File: config.mk
export PLATFORM = sky130hd
export DESIGN_NAME = argmax_classifier_flat
export DESIGN_NICKNAME = d
export VERILOG_FILES = /design/src/rtl/argmax_classifier_if.sv /design/src/rtl/argmax_classifier.sv /design/src/flat_wrapper.sv
export SDC_FILE = /design/constraint.sdc
export NUM_CORES = 1
export LEC_CHECK = 0
export CAP_MARGIN = 20
export CORE_ASPECT_RATIO = 0.6
export CORE_MARGIN = 2
export CORE_UTILIZATION = 45
export CTS_BUF_LIST = sky130_fd_sc_hd__clkbuf_4 sky130_fd_sc_hd__clkbuf_8
export DETAILED_ROUTE_END_ITERATION = 10
export HOLD_SLACK_MARGIN = 0.02
export PLACE_DENSITY = 0.68
export REMOVE_ABC_BUFFERS = 1
export SLEW_MARGIN = 20
export SYNTH_ARGS = -nofsm -noshare
export SYNTH_HDL_FRONTEND = slang
export SYNTH_SLANG_ARGS = --single-unit
File: constraint.sdc
create_clock -name clk -period 2.8 [get_ports clk]
set_input_delay 0.56 -clock clk [delete_from_list [all_inputs] [get_ports clk]]
set_output_delay 0.56 -clock clk [all_outputs]
set_load 0.02 [all_outputs]
File: src/rtl/argmax_classifier_if.sv
// rtl/argmax_classifier_if.sv - stream/result bundle between sum source and argmax stage
// result_score is present only when ARGMAX_SCORE_OUT_EN is defined.
interface argmax_classifier_if #(
    parameter int DW   = 22,
    parameter int IDXW = 4
);
    logic                   start;
    logic                   in_valid;
    logic signed [DW-1:0]   in_data;
    logic                   busy;
    logic                   result_valid;
    logic [IDXW-1:0]        result_digit;
    logic                   err_overrun;
`ifdef ARGMAX_SCORE_OUT_EN
    logic signed [DW-1:0]   result_score;
`endif

    modport master (
        output start, in_valid, in_data,
        input  busy, result_valid, result_digit, err_overrun
`ifdef ARGMAX_SCORE_OUT_EN
        , result_score
`endif
    );

    modport slave (
        input  start, in_valid, in_data,
        output busy, result_valid, result_digit, err_overrun
`ifdef ARGMAX_SCORE_OUT_EN
        , result_score
`endif
    );
endinterface

File: src/rtl/argmax_classifier.sv
// rtl/argmax_classifier.sv - running argmax over NCLASS signed neuron sums per frame
// Optional max-score output enabled by ARGMAX_SCORE_OUT_EN.
module argmax_classifier #(
    parameter int DW     = 22,
    parameter int NCLASS = 10,
    parameter int IDXW   = 4
) (
    input  logic                 clk,
    input  logic                 rst,
    argmax_classifier_if.slave   bus
);
    typedef enum logic [1:0] {S_IDLE, S_SCAN, S_DONE} state_t;

    localparam logic [IDXW-1:0] LAST = IDXW'(NCLASS - 1);

    state_t                 state_q, state_d;
    logic [IDXW-1:0]        cnt_q, cnt_d;
    logic signed [DW-1:0]   max_q, max_d;
    logic [IDXW-1:0]        idx_q, idx_d;
    logic                   busy_q, busy_d;
    logic                   result_valid_q, result_valid_d;
    logic [IDXW-1:0]        result_digit_q, result_digit_d;
    logic                   err_overrun_q, err_overrun_d;
`ifdef ARGMAX_SCORE_OUT_EN
    logic signed [DW-1:0]   result_score_q, result_score_d;
`endif

    always_comb begin
        state_d        = state_q;
        cnt_d          = cnt_q;
        max_d          = max_q;
        idx_d          = idx_q;
        result_valid_d = 1'b0;
        result_digit_d = result_digit_q;
        err_overrun_d  = err_overrun_q;
`ifdef ARGMAX_SCORE_OUT_EN
        result_score_d = result_score_q;
`endif
        // start wins over a coincident in_valid; that sample is simply dropped
        if (bus.start) begin
            state_d       = S_SCAN;
            cnt_d         = '0;
            err_overrun_d = 1'b0;
        end else begin
            case (state_q)
                S_SCAN: begin
                    if (bus.in_valid) begin
                        // strict > keeps the lowest index on ties
                        if (cnt_q == '0 || bus.in_data > max_q) begin
                            max_d = bus.in_data;
                            idx_d = cnt_q;
                        end
                        cnt_d = cnt_q + 1'b1;
                        if (cnt_q == LAST) begin
                            state_d        = S_DONE;
                            result_valid_d = 1'b1;
                            result_digit_d = idx_d;
`ifdef ARGMAX_SCORE_OUT_EN
                            result_score_d = max_d;
`endif
                        end
                    end
                end
                default: begin
                    if (bus.in_valid) begin
                        err_overrun_d = 1'b1;
                    end
                end
            endcase
        end
        busy_d = (state_d == S_SCAN);
    end

    always_ff @(posedge clk or negedge rst) begin
        if (!rst) begin
            state_q        <= S_IDLE;
            cnt_q          <= '0;
            max_q          <= '0;
            idx_q          <= '0;
            busy_q         <= 1'b0;
            result_valid_q <= 1'b0;
            result_digit_q <= '0;
            err_overrun_q  <= 1'b0;
`ifdef ARGMAX_SCORE_OUT_EN
            result_score_q <= '0;
`endif
        end else begin
            state_q        <= state_d;
            cnt_q          <= cnt_d;
            max_q          <= max_d;
            idx_q          <= idx_d;
            busy_q         <= busy_d;
            result_valid_q <= result_valid_d;
            result_digit_q <= result_digit_d;
            err_overrun_q  <= err_overrun_d;
`ifdef ARGMAX_SCORE_OUT_EN
            result_score_q <= result_score_d;
`endif
        end
    end

    assign bus.busy         = busy_q;
    assign bus.result_valid = result_valid_q;
    assign bus.result_digit = result_digit_q;
    assign bus.err_overrun  = err_overrun_q;
`ifdef ARGMAX_SCORE_OUT_EN
    assign bus.result_score = result_score_q;
`endif
endmodule

File: src/flat_wrapper.sv
// flat-port wrapper written by rule: the top's interface ports become plain ports
module argmax_classifier_flat 
#(
    parameter int DW     = 22,
    parameter int NCLASS = 10,
    parameter int IDXW   = 4
)
  (clk, rst, bus_start, bus_in_valid, bus_in_data, bus_busy, bus_result_valid, bus_result_digit, bus_err_overrun);
  argmax_classifier_if #(.DW(DW), .IDXW(IDXW)) bus_i ();
  input  logic clk;
  input  logic rst;
  input wire logic [$bits(bus_i.start)-1:0] bus_start;
  input wire logic [$bits(bus_i.in_valid)-1:0] bus_in_valid;
  input wire logic [$bits(bus_i.in_data)-1:0] bus_in_data;
  output wire logic [$bits(bus_i.busy)-1:0] bus_busy;
  output wire logic [$bits(bus_i.result_valid)-1:0] bus_result_valid;
  output wire logic [$bits(bus_i.result_digit)-1:0] bus_result_digit;
  output wire logic [$bits(bus_i.err_overrun)-1:0] bus_err_overrun;
  assign bus_i.start = bus_start;
  assign bus_i.in_valid = bus_in_valid;
  assign bus_i.in_data = bus_in_data;
  assign bus_busy = bus_i.busy;
  assign bus_result_valid = bus_i.result_valid;
  assign bus_result_digit = bus_i.result_digit;
  assign bus_err_overrun = bus_i.err_overrun;
  argmax_classifier #(.DW(DW), .NCLASS(NCLASS), .IDXW(IDXW)) u_core (.clk(clk), .rst(rst), .bus(bus_i));
endmodule
==> impl_metrics.tcl <==
set metrics [dict create \
    status "completed" \
    yosys.area.top_type "dfrtp_1" \
    syn_area_per_cell_um2 11.19 \
    async_reset_ff_share_pct 100.0 \
    r2r-start "u_core.max_q[4]$_DFFE_PN0P_" \
    reg2reg_slack_ps 120 \
    setup_violations 0 \
    antenna_found_initial 0 \
    wl_per_cell_um 14.71 \
    ir_worst_vdd_mv 0.3420 \
    grt_pass1_wl_um 7458 \
    cts_root_buffer "clkbuf_8" \
    die_area_um2 5626 \
    ys_top_cells_by_area "dfrtp_1 (43%), ha_1 (14%), mux2_4 (12%)" \
    syn_to_final_growth_pct 34.98 \
    r2r_cells 10 \
    timing.critical_path.fanout_max 6 \
    power_density_nw_per_um2 625.7 \
    synth.distinct_cells 38 \
    cp_data_required_time_ps 3010 \
    cp.arrival_ps 2960 \
    dp_hpwl_um 3187 \
    tightest_slew_ps 880.6 \
    chipHeight_um 58.91 \
    place_congestion 0.7741 \
    synth_edf_count 0 \
    grt_pass1_vias 1569 \
    synthTopCellsByCount "dfrtp_1 (39), inv_1 (29), ha_1 (25)" \
    cp_cell_sequence "dlygate4sd2_1, ha_4, a21oi_1, a21boi_0, o31a_1, o31a_2, buf_4, buf_4, or4b_1, a31oi_1" \
    finalClockSkew_ps 6.990 \
    core_um2 4707 \
    synthCells 202 \
    antenna_cells_inserted 0 \
    initial_core_util_pct 48.03 \
    finalCritPeriodShare_pct 98.14 \
    drv_cap 0 \
    drive_above_1_share_pct 26.38 \
    clkSlewWorstSetupHoldPaths_ps 80 \
    drt_iter0_drc 76 \
    crit_path_start_kind "primary input" \
    worst_skew_pair.late_latency_ps 300 \
    cp-end-kind "register" \
    overflow 0 \
    ys_seq_area_share_pct 43.17 \
    num_vias 1615 \
    max_stage_delay_ps 500 \
    grt_usage_pct 17.87 \
    h-tree-depth 2 \
    finalHoldViolCount 0 \
    io_buffers 32 \
    die-width_um 95.51 \
    slew_viol_final 0 \
    firstDrtPassIters 4 \
    fin_setup_tns_ps 0 \
    ys_ff_latch 39 \
    dp_cells 303 \
    final_nets 304 \
    cts_buffers 5 \
    stdcell_count 317 \
    drc_errors 0 \
    grt.met3_usage_pct 4.738 \
    synth.most_common_cell "dfrtp_1" \
    rr_endpoint "u_core.bus.result_digit[3]$_DFFE_PN0P_" \
    gr-usage-met2_pct 24.35 \
    fmax_ghz 0.3639 \
    critPathLaunch "bus_in_data[4]" \
    grt_max_degree 40 \
    ant_nets 0 \
    critical_path_class "in2reg" \
    p_leak_uw 0.001524 \
    cts_tree "yes" \
    wirelength_um 4663 \
    synth_top_cell_area_share_pct 43.17 \
    cp_common_cell "buf_4" \
    viasPerCell 5.095 \
    rows 19 \
    ys.flop_type "dfrtp_1" \
    clk_path_buf_depth 2 \
    hold_class "in2async" \
    yosysWarnings 0 \
    critPathSlowestCell "or4b_1" \
    min_period_ps 2748 \
    whs_ps 378.5 \
    use_met1_pct 28.03 \
    floorplan.io_pins 33 \
    busiest_layer "met1" \
    relSlewSlack_pct 41.29 \
    cts.sinks 39 \
    synth_area_um2 2261 \
]
registers in the layout, indices dropped and copies added, names as in the netlist:
signal                   cells
u_core.max_q                22
u_core.bus.result_digit      4
u_core.cnt_q                 4
u_core.idx_q                 4
u_core.state_q               2
u_core.bus.busy              1
u_core.bus.err_overrun       1
u_core.bus.result_valid      1
worst max-delay path, delay by kind of cell:
| kind | cells | cell delay (ps) |
|---|---|---|
| AO/OA/AOI/OAI | 5 | 1110 |
| AND/OR/NAND/NOR | 1 | 500 |
| buffers and inverters | 3 | 550 |
| adder cells (fa/ha/maj) | 1 | 230 |
logic make-up (layout without fill, tap and decap cells):
logic type      count (synthesis)  count (layout)  synth area share [%]
compound gates                 34              34                 10.46
xor+xnor                        3               3                 1.162
fa+ha+maj                      25              25                 13.84
buf+inv                        33              85                 6.308
flops                          39              39                 43.17
mux                            24              24                 14.94
simple gates                   44              44                 10.13
per-layer routing:
layer,wire (µm),up-vias,part of all wire (%)
li1,-,808,-
met1,2546,766,55
met2,1840,34,39
met3,225,7,4.8
met4,51,0,1.1
met5,0,-,0
per-stage QoR:
step                total power (µW)  area (µm²)  setup slack (ps)  util (%)
global route                    2036        3052            -4.007     64.83
floorplan                       1155        2227            -490.7         -
CTS                             1854        2927             3.067     62.17
finish                          1909        3052             52.12     64.83
detailed placement              1359        2721            -468.9     57.82
global placement                1341        2721            -440.9     57.82
power by group:
part	total [µW]	switching, µW	leakage [µW]	internal [µW]
clock	431	207	0.0000505	224
sequential	735	64.9	0.000466	670
combinational	743	329	0.00101	414
layout make-up:
type	count	area (µm²)
sequential	39	975.9
tap	63	78.83
timing repair buffer	48	506.7
multi-input combinational	130	1277
clock buffer	7	96.34
fill	379	1655
inverter	29	108.9
clock inverter	1	7.507
cells in the final DEF, fill, tap and decap left out, types with 10 or more instances in the layout:
cell type	count
a21oi_1	12
inv_1	29
mux2_4	18
dlygate4sd2_1	10
dfrtp_1	39
ha_1	16
nand2_1	14
buf_4	11
worst max-delay path by stage:
stage	endpoint	depth (start not counted)
CTS	u_core.max_q[16]$_DFFE_PN0P_	10
global route	u_core.bus.result_digit[3]$_DFFE_PN0P_	11
global placement	u_core.max_q[3]$_DFFE_PN0P_	9
detailed placement	u_core.max_q[5]$_DFFE_PN0P_	9
finish	u_core.bus.result_digit[3]$_DFFE_PN0P_	10
floorplan	u_core.max_q[0]$_DFFE_PN0P_	7
timing repair:
action                                  CTS  global route
endpoints found under the setup margin   30            29
gates resized for setup                  25            20
hold buffers                              0             0
endpoints found under the hold margin     0             0
gates cloned                              1             1
buffers inserted                          3             1
pin swaps                                14            21
Note: power is estimated with default switching activity, not from simulation.
